### src/rtl/gshare_predictor_if.sv
// Prediction and resolution bundle between fetch/execute and the gshare predictor.
// The master drives requests and resolutions; the slave (predictor) returns direction and history.
interface gshare_predictor_if #(
  parameter int GHR_BITS = 6
);
  logic                pred_valid;
  logic [31:0]         pred_pc;
  logic                pred_taken;
  logic [GHR_BITS-1:0] pred_ghr;
  logic                resolve_valid;
  logic [31:0]         resolve_pc;
  logic [GHR_BITS-1:0] resolve_ghr;
  logic                resolve_taken;
  logic                resolve_mispredict;

  modport master (
    output pred_valid, pred_pc,
    output resolve_valid, resolve_pc, resolve_ghr, resolve_taken, resolve_mispredict,
    input  pred_taken, pred_ghr
  );

  modport slave (
    input  pred_valid, pred_pc,
    input  resolve_valid, resolve_pc, resolve_ghr, resolve_taken, resolve_mispredict,
    output pred_taken, pred_ghr
  );
endinterface

### src/rtl/gshare_predictor.sv
// Gshare direction predictor: 2-bit counter PHT indexed by PC ^ speculative global history.
// Define GSHARE_PHT_BYPASS_EN to forward a same-cycle PHT update into the prediction read.
module gshare_predictor #(
  parameter int PHT_ENTRIES = 64,
  parameter int GHR_BITS    = 6
) (
  input  logic               clock,
  input  logic               reset,
  gshare_predictor_if.slave  bp
);
  localparam int IDX_BITS = $clog2(PHT_ENTRIES);

  logic [1:0]          pht [PHT_ENTRIES];
  logic [GHR_BITS-1:0] ghr;
  logic [GHR_BITS-1:0] ghr_next;
  logic [IDX_BITS-1:0] pred_idx;
  logic [IDX_BITS-1:0] res_idx;
  logic [1:0]          pred_cnt;
  logic [1:0]          res_cnt_next;

  function automatic logic [1:0] train(input logic [1:0] cnt, input logic taken);
    logic [1:0] result;
    result = cnt;
    if (taken && cnt != 2'b11)
      result = cnt + 2'd1;
    else if (!taken && cnt != 2'b00)
      result = cnt - 2'd1;
    return result;
  endfunction

  function automatic logic [GHR_BITS-1:0] shift_in(input logic [GHR_BITS-1:0] hist, input logic bit_in);
    logic [GHR_BITS:0] wide;
    wide = {hist, bit_in};
    return wide[GHR_BITS-1:0];
  endfunction

  assign pred_idx     = bp.pred_pc[IDX_BITS+1:2] ^ IDX_BITS'(ghr);
  assign res_idx      = bp.resolve_pc[IDX_BITS+1:2] ^ IDX_BITS'(bp.resolve_ghr);
  assign res_cnt_next = train(pht[res_idx], bp.resolve_taken);

  // A training write to the same entry in this cycle is forwarded only in the bypass build
  always_comb begin
    pred_cnt = pht[pred_idx];
`ifdef GSHARE_PHT_BYPASS_EN
    if (bp.resolve_valid && !reset && res_idx == pred_idx)
      pred_cnt = res_cnt_next;
`endif
  end

  assign bp.pred_taken = pred_cnt[1];
  assign bp.pred_ghr   = ghr;

  // Mispredict repair wins over the speculative shift; the same-cycle prediction is squashed
  always_comb begin
    ghr_next = ghr;
    if (bp.resolve_valid && bp.resolve_mispredict)
      ghr_next = shift_in(bp.resolve_ghr, bp.resolve_taken);
    else if (bp.pred_valid)
      ghr_next = shift_in(ghr, bp.pred_taken);
  end

  always_ff @(posedge clock) begin
    if (reset) begin
      ghr <= '0;
      for (int i = 0; i < PHT_ENTRIES; i++)
        pht[i] <= 2'b00;
    end else begin
      ghr <= ghr_next;
      if (bp.resolve_valid)
        pht[res_idx] <= res_cnt_next;
    end
  end

  logic unused_pc_bits;
  assign unused_pc_bits = ^{bp.pred_pc[31:IDX_BITS+2], bp.pred_pc[1:0],
                            bp.resolve_pc[31:IDX_BITS+2], bp.resolve_pc[1:0]};
endmodule
### src/flat_wrapper.sv
// flat-port wrapper written by rule: the top's interface ports become plain ports
module gshare_predictor_flat 
#(
  parameter int PHT_ENTRIES = 64,
  parameter int GHR_BITS    = 6
)
  (clock, reset, bp_pred_valid, bp_pred_pc, bp_resolve_valid, bp_resolve_pc, bp_resolve_ghr, bp_resolve_taken, bp_resolve_mispredict, bp_pred_taken, bp_pred_ghr);
  gshare_predictor_if #(.GHR_BITS(GHR_BITS)) bp_i ();
  input  logic clock;
  input  logic reset;
  input wire logic [$bits(bp_i.pred_valid)-1:0] bp_pred_valid;
  input wire logic [$bits(bp_i.pred_pc)-1:0] bp_pred_pc;
  input wire logic [$bits(bp_i.resolve_valid)-1:0] bp_resolve_valid;
  input wire logic [$bits(bp_i.resolve_pc)-1:0] bp_resolve_pc;
  input wire logic [$bits(bp_i.resolve_ghr)-1:0] bp_resolve_ghr;
  input wire logic [$bits(bp_i.resolve_taken)-1:0] bp_resolve_taken;
  input wire logic [$bits(bp_i.resolve_mispredict)-1:0] bp_resolve_mispredict;
  output wire logic [$bits(bp_i.pred_taken)-1:0] bp_pred_taken;
  output wire logic [$bits(bp_i.pred_ghr)-1:0] bp_pred_ghr;
  assign bp_i.pred_valid = bp_pred_valid;
  assign bp_i.pred_pc = bp_pred_pc;
  assign bp_i.resolve_valid = bp_resolve_valid;
  assign bp_i.resolve_pc = bp_resolve_pc;
  assign bp_i.resolve_ghr = bp_resolve_ghr;
  assign bp_i.resolve_taken = bp_resolve_taken;
  assign bp_i.resolve_mispredict = bp_resolve_mispredict;
  assign bp_pred_taken = bp_i.pred_taken;
  assign bp_pred_ghr = bp_i.pred_ghr;
  gshare_predictor #(.PHT_ENTRIES(PHT_ENTRIES), .GHR_BITS(GHR_BITS)) u_core (.clock(clock), .reset(reset), .bp(bp_i));
endmodule
### config.mk
export PLATFORM = sky130hd
export DESIGN_NAME = gshare_predictor_flat
export DESIGN_NICKNAME = d
export VERILOG_FILES = /design/src/rtl/gshare_predictor_if.sv /design/src/rtl/gshare_predictor.sv /design/src/flat_wrapper.sv
export SDC_FILE = /design/constraint.sdc
export NUM_CORES = 1
export LEC_CHECK = 0
export CAP_MARGIN = 10
export CORE_UTILIZATION = 60
export CTS_CLUSTER_SIZE = 25
export DETAILED_ROUTE_END_ITERATION = 7
export GPL_ROUTABILITY_DRIVEN = 0
export PLACE_DENSITY = 0.84
export SYNTH_ARGS = -nofsm -noshare
export SYNTH_HDL_FRONTEND = slang
export SYNTH_SLANG_ARGS = --single-unit
### constraint.sdc
create_clock -name clock -period 9.1 [get_ports clock]
set_input_delay 1.365 -clock clock [delete_from_list [all_inputs] [get_ports clock]]
set_output_delay 1.365 -clock clock [all_outputs]
set_load 0.02 [all_outputs]
==> metrics.csv, run 1 <==
metric,value,unit
status,completed,
maxCapViolations,0,
core,0.01216,mm²
fin_util,70.19,%
critPathMaxStageDelay,990,ps
finalPower,1.864,mW
vias_per_cell,7.374,
dp_cells,826,
cts-root-buf,clkbuf_16,
clock_path_buffers,2,
worst_pin_slew,1278,ps
grt_overflow_total,0,
crit_top_cell,nor3_1,
ios,83,
nFillCells,815,
vias,6327,
fp.dieArea,0.01310,mm²
firstDrtPassIters,5,
cp_data_arrival_time,6920,ps
drive_gt1_share,19.13,%
cts_tree,built,
drtIter0Drc,1131,
finalMaxSlewViolations,0,
powerDensity,218.4,mW/mm²
synth_top_area_share,50.65,%
worstPathRequired,9230,ps
critPathKind,input pin to flop,
grt_setup_unrepaired,false,
peakVddDrop,0.0001329,V
cts_resized,0,
start_kind,input pin,
syn_area_per_cell,11.53,µm²
min-delay-path-class,flop to flop,
nNetsFinal,755,
die_x,114.5,µm
grt_start_max_net_pins,75,
ys_seq_area_share,52.23,%
grt_pass1_vias,6169,
endpoint_kind,flop,
synth-seq-cells,134,
fin_setup_tns,0,ps
period_needed,6787,ps
grt_usage,35.85,%
synthesis.area,0.007589,mm²
rows,40,
cts.sinks,134,
start_util,62.40,%
whs,603.5,ps
final_cell_mix,"edfxtp_1, a21oi_1, nand2b_1, nand2_1, a21oi_2",
cp_slowest_cell,a31oi_4,
setup_ws,2313,ps
clock_skew,11.93,ps
holdBufCountCts,0,
slew_headroom,14.79,%
post-place-ws,2233,ps
postRouteAntennaNets,0,
setup_viol,0,
drc,0,
final_common_cell,edfxtp_1,
synthTopCellsByArea,"edfxtp_1, a21oi_2, nand2b_1",
antenna_cells,0,
area_growth,12.48,%
antenna_found_initial,0,
clkTransAtPathRegs,60,ps
synth_cells,658,
placed_cell_area,0.007945,mm²
numPortBuffers,30,
yosys_warnings,0,
grt_pass1_wl,33780,µm
routed_wl,22420,µm
cts_setup_buffers,0,
synth_nets,736,
numCtsBuffers,17,
timing.final.crit_share,74.59,%
ys_types,43,
stdcell_area,0.008536,mm²
die_y,114.5,µm
cp_max_fo,41,
p_leak,2.857,nW
max_freq,0.1473,GHz
clock_latency,430,ps
crit_chain,clkdlybuf4s50_1 -> xor2_2 -> nor3_1 -> buf_4 -> a22o_1 -> o41ai_1 -> nand4_1 -> nor3_1 -> inv_1 -> ha_1 -> nor3_1 -> a31oi_4 -> buf_4 -> a21oi_1,
synth_area_leader_cell,edfxtp_1,
htreeDepth,4,
routedWlPerCell,26.13,µm
dp_hpwl,13500,µm
fin_cells,858,
final-hold-violation-count,0,
critical path, delay by kind of cell:
| family | cells | cell delay [ps] |
|---|---|---|
| AO/OA/AOI/OAI | 4 | 2060 |
| buffers and inverters | 4 | 1390 |
| AND/OR/NAND/NOR | 4 | 1010 |
| XOR/XNOR | 1 | 710 |
| adder cells (fa/ha/maj) | 1 | 360 |
cells in the mapped netlist (all sizes together):
cell type and count:
nor2 28, xor2 11, o2111ai 1, xnor2 9
clkbuf 19, o31ai 5, and3b 1, a22o 20
or4 3, a21oi 129, nor4 12, mux4 16
nand4 10, buf 26, mux2i 8, nor3 10
ha 2, nand3b 1, a221oi 4, nor2b 1
o21ai 1, nand3 14, mux2 1, dfxtp 6
o32ai 1, or3 1, inv 5, o41ai 8
a21o 1, edfxtp 128, nand2 63, a22oi 16
a31oi 1, nand2b 65, a211oi 5, o22ai 26
logic make-up after synthesis:
logic type / share of synthesized area, %
simple gates: 14.13
buf+inv: 4.155
mux: 5.952
xor+xnor: 2.605
flops: 52.23
compound gates: 20.59
fa+ha+maj: 0.3297
routing by layer:
metal / vias up / track usage [%] / routed length, µm
met5: - / 0 / 0
li1: 2592 / - / -
met3: 169 / 12.60 / 3465
met1: 2941 / 43.91 / 7389
met2: 625 / 52.97 / 9937
met4: 0 / 25.63 / 1626
registers in the layout (all words and copies together), names as in the netlist:
signal,cells
u_core.pht,128
u_core.bp.pred_ghr,6
report_power, final:
group	leakage [nW]	switching [mW]	internal [mW]
sequential	1.37	0.0150	0.699
clock	0.270	0.262	0.429
combinational	1.21	0.341	0.119
cell type report:
class                      count  area [µm²]  area share, %
inverter                       5       18.77         0.2199
sequential                   134        3964          46.44
clock buffer                  20       436.7          5.116
clock inverter                12       153.9          1.803
timing repair buffer          45       407.9          4.779
multi-input combinational    474        3344          39.18
tap                          168       210.2          2.463
path summary, 6_finish.rpt:
kind	slack, ps	depth (start not counted)	from	to
setup / recovery	2310	14	bp_resolve_ghr[2]	u_core.pht[36][1]$_SDFFCE_PN0P_
hold / removal	600	2	u_core.bp.pred_ghr[5]$_SDFFE_PP0P_	u_core.bp.pred_ghr[5]$_SDFFE_PP0P_
setup reg to reg	4670	10	u_core.pht[35][1]$_SDFFCE_PN0P_	u_core.pht[36][1]$_SDFFCE_PN0P_
hold reg to reg	600	2	u_core.bp.pred_ghr[5]$_SDFFE_PP0P_	u_core.bp.pred_ghr[5]$_SDFFE_PP0P_
(Power assumes the default switching activity.)
==> inputs of run 2 (changes only) <==
- CORE_UTILIZATION: 60 -> 57
- PLACE_DENSITY: 0.84 -> 0.8
- clock period: 9.1 -> 6.9 ns (I/O delays scaled with it)
==> metrics.csv, run 2 (same netlist as run 1, synthesis figures left out) <==
metric,value,unit,change
grt_pass1_wl,35120,µm,+4.0%
grt_start_max_net_pins,75,,unchanged
cts_resized,0,,unchanged
drt-met1-wl,7827,µm,+5.9%
p_leak,2.963,nW,+3.7%
cp_slowest_cell,o41ai_1,,
top_register,u_core.pht,,
fin_cells,867,,+1.0%
cp_max_fo,33,,-20%
peakVddDrop,0.0001963,V,+48%
dr_wl_met2,10590,µm,+6.6%
die_x,117.4,µm,+2.6%
largest_reg_flops,128,,unchanged
drive_gt1_share,20.00,%,+0.87 points
firstDrtPassIters,7,,+2
routedWlPerCell,26.85,µm,+2.8%
numCtsBuffers,17,,unchanged
timing.final.crit_share,85.87,%,
highest_layer,met4,,
nFillCells,867,,+6.4%
period_needed,5925,ps,
clkTransAtPathRegs,60,ps,about the same
drtIter0Drc,849,,-25%
grt_overflow_total,0,,unchanged
vias,6367,,+0.63%
core,0.01282,mm²,+5.5%
clock_path_buffers,2,,unchanged
maxCapViolations,0,,unchanged
cts_setup_buffers,0,,unchanged
numPortBuffers,30,,unchanged
die_y,117.4,µm,+2.6%
htreeDepth,4,,unchanged
drc,0,,unchanged
nNetsFinal,760,,+0.66%
dp_cells,834,,+0.97%
vias_per_cell,7.344,,-0.41%
holdBufCountCts,0,,unchanged
setup_viol,0,,unchanged
cts.sinks,134,,unchanged
fp.dieArea,0.01378,mm²,+5.2%
grt_pass1_vias,6213,,+0.71%
rows,41,,+2.5%
clock_skew,9.868,ps,-2.061 ps
endpoint_kind,flop,,
final_common_cell,edfxtp_1,,
cts_tree,built,,
dp_hpwl,14000,µm,+3.7%
area_growth,14.92,%,
postRouteAntennaNets,0,,unchanged
ios,83,,unchanged
final_cell_mix,"edfxtp_1, a21oi_1, nand2b_1, nand2_1, a21oi_2",,
finalMaxSlewViolations,0,,unchanged
multiInputGateArea,0.003344,mm²,unchanged
cts-root-buf,clkbuf_16,,
slew_headroom,10.24,%,-4.6 points
cp_data_arrival_time,6090,ps,-830 ps
final-hold-violation-count,0,,unchanged
seq_area,0.003964,mm²,unchanged
antenna_cells,0,,unchanged
critPathKind,input pin to flop,,
fin_setup_tns,0,ps,unchanged
min-delay-path-class,flop to flop,,
whs_path_depth,2,,unchanged
start_kind,input pin,,
critPathMaxStageDelay,920,ps,-70 ps
worst_pin_slew,1341,ps,+63.37 ps
grt_setup_unrepaired,false,,
start_util,59.17,%,-3.2 points
routed_wl,23280,µm,+3.9%
clock_latency,430,ps,about the same
worst-r2r-cell-count,10,,unchanged
max_freq,0.1688,GHz,
grt_usage,34.60,%,-1.2 points
status,completed,,
worstPathRequired,7060,ps,-2170 ps
powerDensity,306.8,mW/mm²,+40%
crit_chain,clkdlybuf4s50_1 -> xor2_2 -> nand3_1 -> o22ai_1 -> o41ai_1 -> nand4_1 -> nor2_1 -> inv_1 -> ha_1 -> mux2i_1 -> or3_4 -> buf_4 -> a21oi_2,,
met3_length,3313,µm,-4.4%
antenna_found_initial,0,,unchanged
## run 2: power breakdown
| group | switching, mW | internal, mW | leakage, nW |
|---|---|---|---|
| logic | 0.459 | 0.177 | 1.25 |
| clock network | 0.348 | 0.748 | 0.342 |
| registers | 0.0210 | 0.922 | 1.37 |
## run 2: worst max-delay path, delay by kind of cell
family	cells	cell delay, ps
XOR/XNOR	1	300
buffers and inverters	3	1070
multiplexers	1	310
AND/OR/NAND/NOR	4	1900
adder cells (fa/ha/maj)	1	240
AO/OA/AOI/OAI	3	1190
## run 2: final cells by class
type | instances | share of cell area (%)
clock inverter | 14 | 3.199
clock buffer | 18 | 4.921
timing repair buffer | 50 | 5.395
tap | 172 | 2.468
inverter | 5 | 0.2152
sequential | 134 | 45.45
multi-input combinational | 474 | 38.35
## run 2: path summary, 6_finish.rpt
path / slack (ps) / to / from
max: 970 / u_core.pht[7][0]$_SDFFCE_PN0P_ / bp_resolve_ghr[2]
min: 600 / u_core.bp.pred_ghr[5]$_SDFFE_PP0P_ / u_core.bp.pred_ghr[5]$_SDFFE_PP0P_
max reg2reg: 2850 / u_core.pht[7][0]$_SDFFCE_PN0P_ / u_core.pht[55][0]$_SDFFCE_PN0P_
min reg2reg: 600 / u_core.bp.pred_ghr[5]$_SDFFE_PP0P_ / u_core.bp.pred_ghr[5]$_SDFFE_PP0P_
## run 2: layer usage
layer  vias up  global-route usage [%]
met4         0                   23.05
met5         -                       0
met1      3032                   41.55
met2       586                   52.92
li1       2597                       -
met3       152                   11.67
## run 2: through the flow
step           hold WS (ps)  power, mW  worst slack [ps]  area [µm²]  util (%)
3_3_place_gp          571.3      1.551             834.8        8005     62.42
4_1_cts               596.0      2.642              1035        8713     67.94
6_report              596.0      2.676             974.9        8721     68.00
2_1_floorplan         638.1      1.388              2473        7589         -
3_5_place_dp          579.1      1.560             724.4        8005     62.42
5_1_grt               634.7      2.727             868.9        8721     68.00
==> inputs of run 3 (changes only) <==
- MAX_ROUTING_LAYER: default -> met4
==> metrics.csv, run 3 (same netlist as run 1, synthesis figures left out) <==
metric,value,unit,change
die_y,117.4,µm,unchanged
powerDensity,306.9,mW/mm²,about the same
nNetsFinal,760,,unchanged
start_kind,input pin,,
area_growth,14.92,%,unchanged
met3_usage,10.80,%,-0.88 points
worst_pin_slew,1362,ps,+20.94 ps
cp_data_arrival_time,6150,ps,+60 ps
holdBufCountCts,0,,unchanged
clock_skew,8.089,ps,-1.779 ps
clock_latency,430,ps,about the same
grt_usage,35.62,%,+1.0 points
grt_pass1_wl,35100,µm,about the same
clock_path_buffers,2,,unchanged
crit_chain,clkdlybuf4s50_1 -> xor2_2 -> nand3_1 -> o22ai_1 -> o41ai_1 -> nand4_1 -> nor2_1 -> inv_1 -> ha_1 -> mux2i_1 -> or3_4 -> buf_4 -> a21oi_2,,
drtIter0Drc,847,,-0.24%
dp_hpwl,14000,µm,unchanged
r2r_setup_slack,2850,ps,about the same
max_freq,0.1670,GHz,-1.0%
postRouteAntennaNets,0,,unchanged
violations,DRC,,
reg2reg_from,u_core.pht[55][0]$_SDFFCE_PN0P_,,
final-hold-violation-count,0,,unchanged
drive_gt1_share,20.00,%,unchanged
grt_overflow_total,0,,unchanged
cp_max_fo,33,,unchanged
hold_path_end,u_core.bp.pred_ghr[5]$_SDFFE_PP0P_,,
rr_endpoint,u_core.pht[60][0]$_SDFFCE_PN0P_,,
vias_per_cell,7.260,,-1.1%
cpLargestDelayFamily,simple AND/OR/NAND/NOR gates,,
status,"complete, but fails checks",,
cp_slowest_cell,o41ai_1,,
final_cell_mix,"edfxtp_1, a21oi_1, nand2b_1, nand2_1, a21oi_2",,
critPathKind,input pin to flop,,
slew_headroom,8.838,%,-1.4 points
min-delay-path-class,flop to flop,,
routed_wl,23250,µm,-0.15%
path_buf_inv,3,,unchanged
worstPathRequired,7060,ps,about the same
grt_setup_unrepaired,false,,
maxCapViolations,0,,unchanged
critPathMaxStageDelay,910,ps,about the same
fp.dieArea,0.01378,mm²,unchanged
die_x,117.4,µm,unchanged
cts_tree,built,,
met1_usage,42.08,%,+0.52 points
core,0.01282,mm²,unchanged
drc,1,,+1
ios,83,,unchanged
cts-root-buf,clkbuf_16,,
start_util,59.17,%,unchanged
cts_resized,0,,unchanged
timing.final.crit_share,86.77,%,+0.90 points
dp_cells,834,,unchanged
endpoint_kind,flop,,
rows,41,,unchanged
finalMaxSlewViolations,0,,unchanged
clkTransAtPathRegs,60,ps,about the same
htreeDepth,4,,unchanged
final_common_cell,edfxtp_1,,
largest_reg_flops,128,,unchanged
fin_cells,867,,unchanged
grt.met2_usage,52.74,%,-0.18 points
grt_pass1_vias,6199,,-0.23%
peakVddDrop,0.0001968,V,+0.23%
antenna_found_initial,0,,unchanged
cts.sinks,134,,unchanged
firstDrtPassIters,8,,+1
routedWlPerCell,26.81,µm,-0.15%
finalPower,2.677,mW,about the same
top_usage_layer,met2,,
p_leak,2.963,nW,unchanged
whs_path_depth,2,,unchanged
worst-r2r-cell-count,10,,unchanged
min_from,u_core.bp.pred_ghr[5]$_SDFFE_PP0P_,,
cts_setup_buffers,0,,unchanged
numPortBuffers,30,,unchanged
grt_start_max_net_pins,75,,unchanged
setup_viol,0,,unchanged
vias,6294,,-1.1%
nFillCells,867,,unchanged
period_needed,5987,ps,+62.15 ps
numCtsBuffers,17,,unchanged
top_register,u_core.pht,,
fin_util,68.00,%,unchanged
antenna_cells,0,,unchanged
fin_setup_tns,0,ps,unchanged
-- run 3: cell counts in the layout (fill, tap and decap cells not counted) --
No cell type changed its count.
-- run 3: final cells by class --
class	instances	area, µm²	share of cell area [%]
multi-input combinational	474	3344	38.35
clock buffer	18	429.2	4.921
tap	172	215.2	2.468
sequential	134	3964	45.45
clock inverter	14	279.0	3.199
inverter	5	18.77	0.2152
timing repair buffer	50	470.5	5.395
-- run 3: worst max path at each step --
stage | start | to | slack [ps] | cells past startpoint
after floorplan | bp_pred_pc[2] | bp_pred_taken | 2470 | 7
after global placement | bp_resolve_ghr[1] | u_core.pht[2][0]$_SDFFCE_PN0P_ | 830 | 14
after detailed placement | bp_resolve_pc[3] | u_core.pht[7][0]$_SDFFCE_PN0P_ | 720 | 14
after CTS | bp_resolve_pc[3] | u_core.pht[7][0]$_SDFFCE_PN0P_ | 1040 | 14
after global routing | bp_resolve_ghr[2] | u_core.pht[56][0]$_SDFFCE_PN0P_ | 820 | 13
final | bp_resolve_ghr[2] | u_core.pht[60][0]$_SDFFCE_PN0P_ | 910 | 13
-- run 3: routing by layer --
metal | wire (µm) | vias to the layer above
met2 | 10580 | 569
met1 | 7920 | 2984
met4 | 1508 | 0
met3 | 3241 | 151
li1 | - | 2590
met5 | 0 | -
-- run 3: worst min-delay path, delay by kind of cell, from the launching register on --
family / cells / cell delay [ps]
AOI/OAI and AO/OA: 1 / 90
DFF: 1 / 330
muxes: 1 / 130
-- run 3: power breakdown --
group	internal [mW]	switching, mW
combinational	0.178	0.460
clock	0.748	0.348
sequential	0.922	0.0207
total	1.85	0.829
-- run 3: metrics by stage --
stage	worst slack, ps	instance area, µm²	hold slack, ps
floorplan	2473	7589	638.1
global placement	834.8	8005	571.3
detailed placement	724.4	8005	579.1
CTS	1035	8713	596.0
global route	824.3	8721	634.7
finish	912.7	8721	598.5
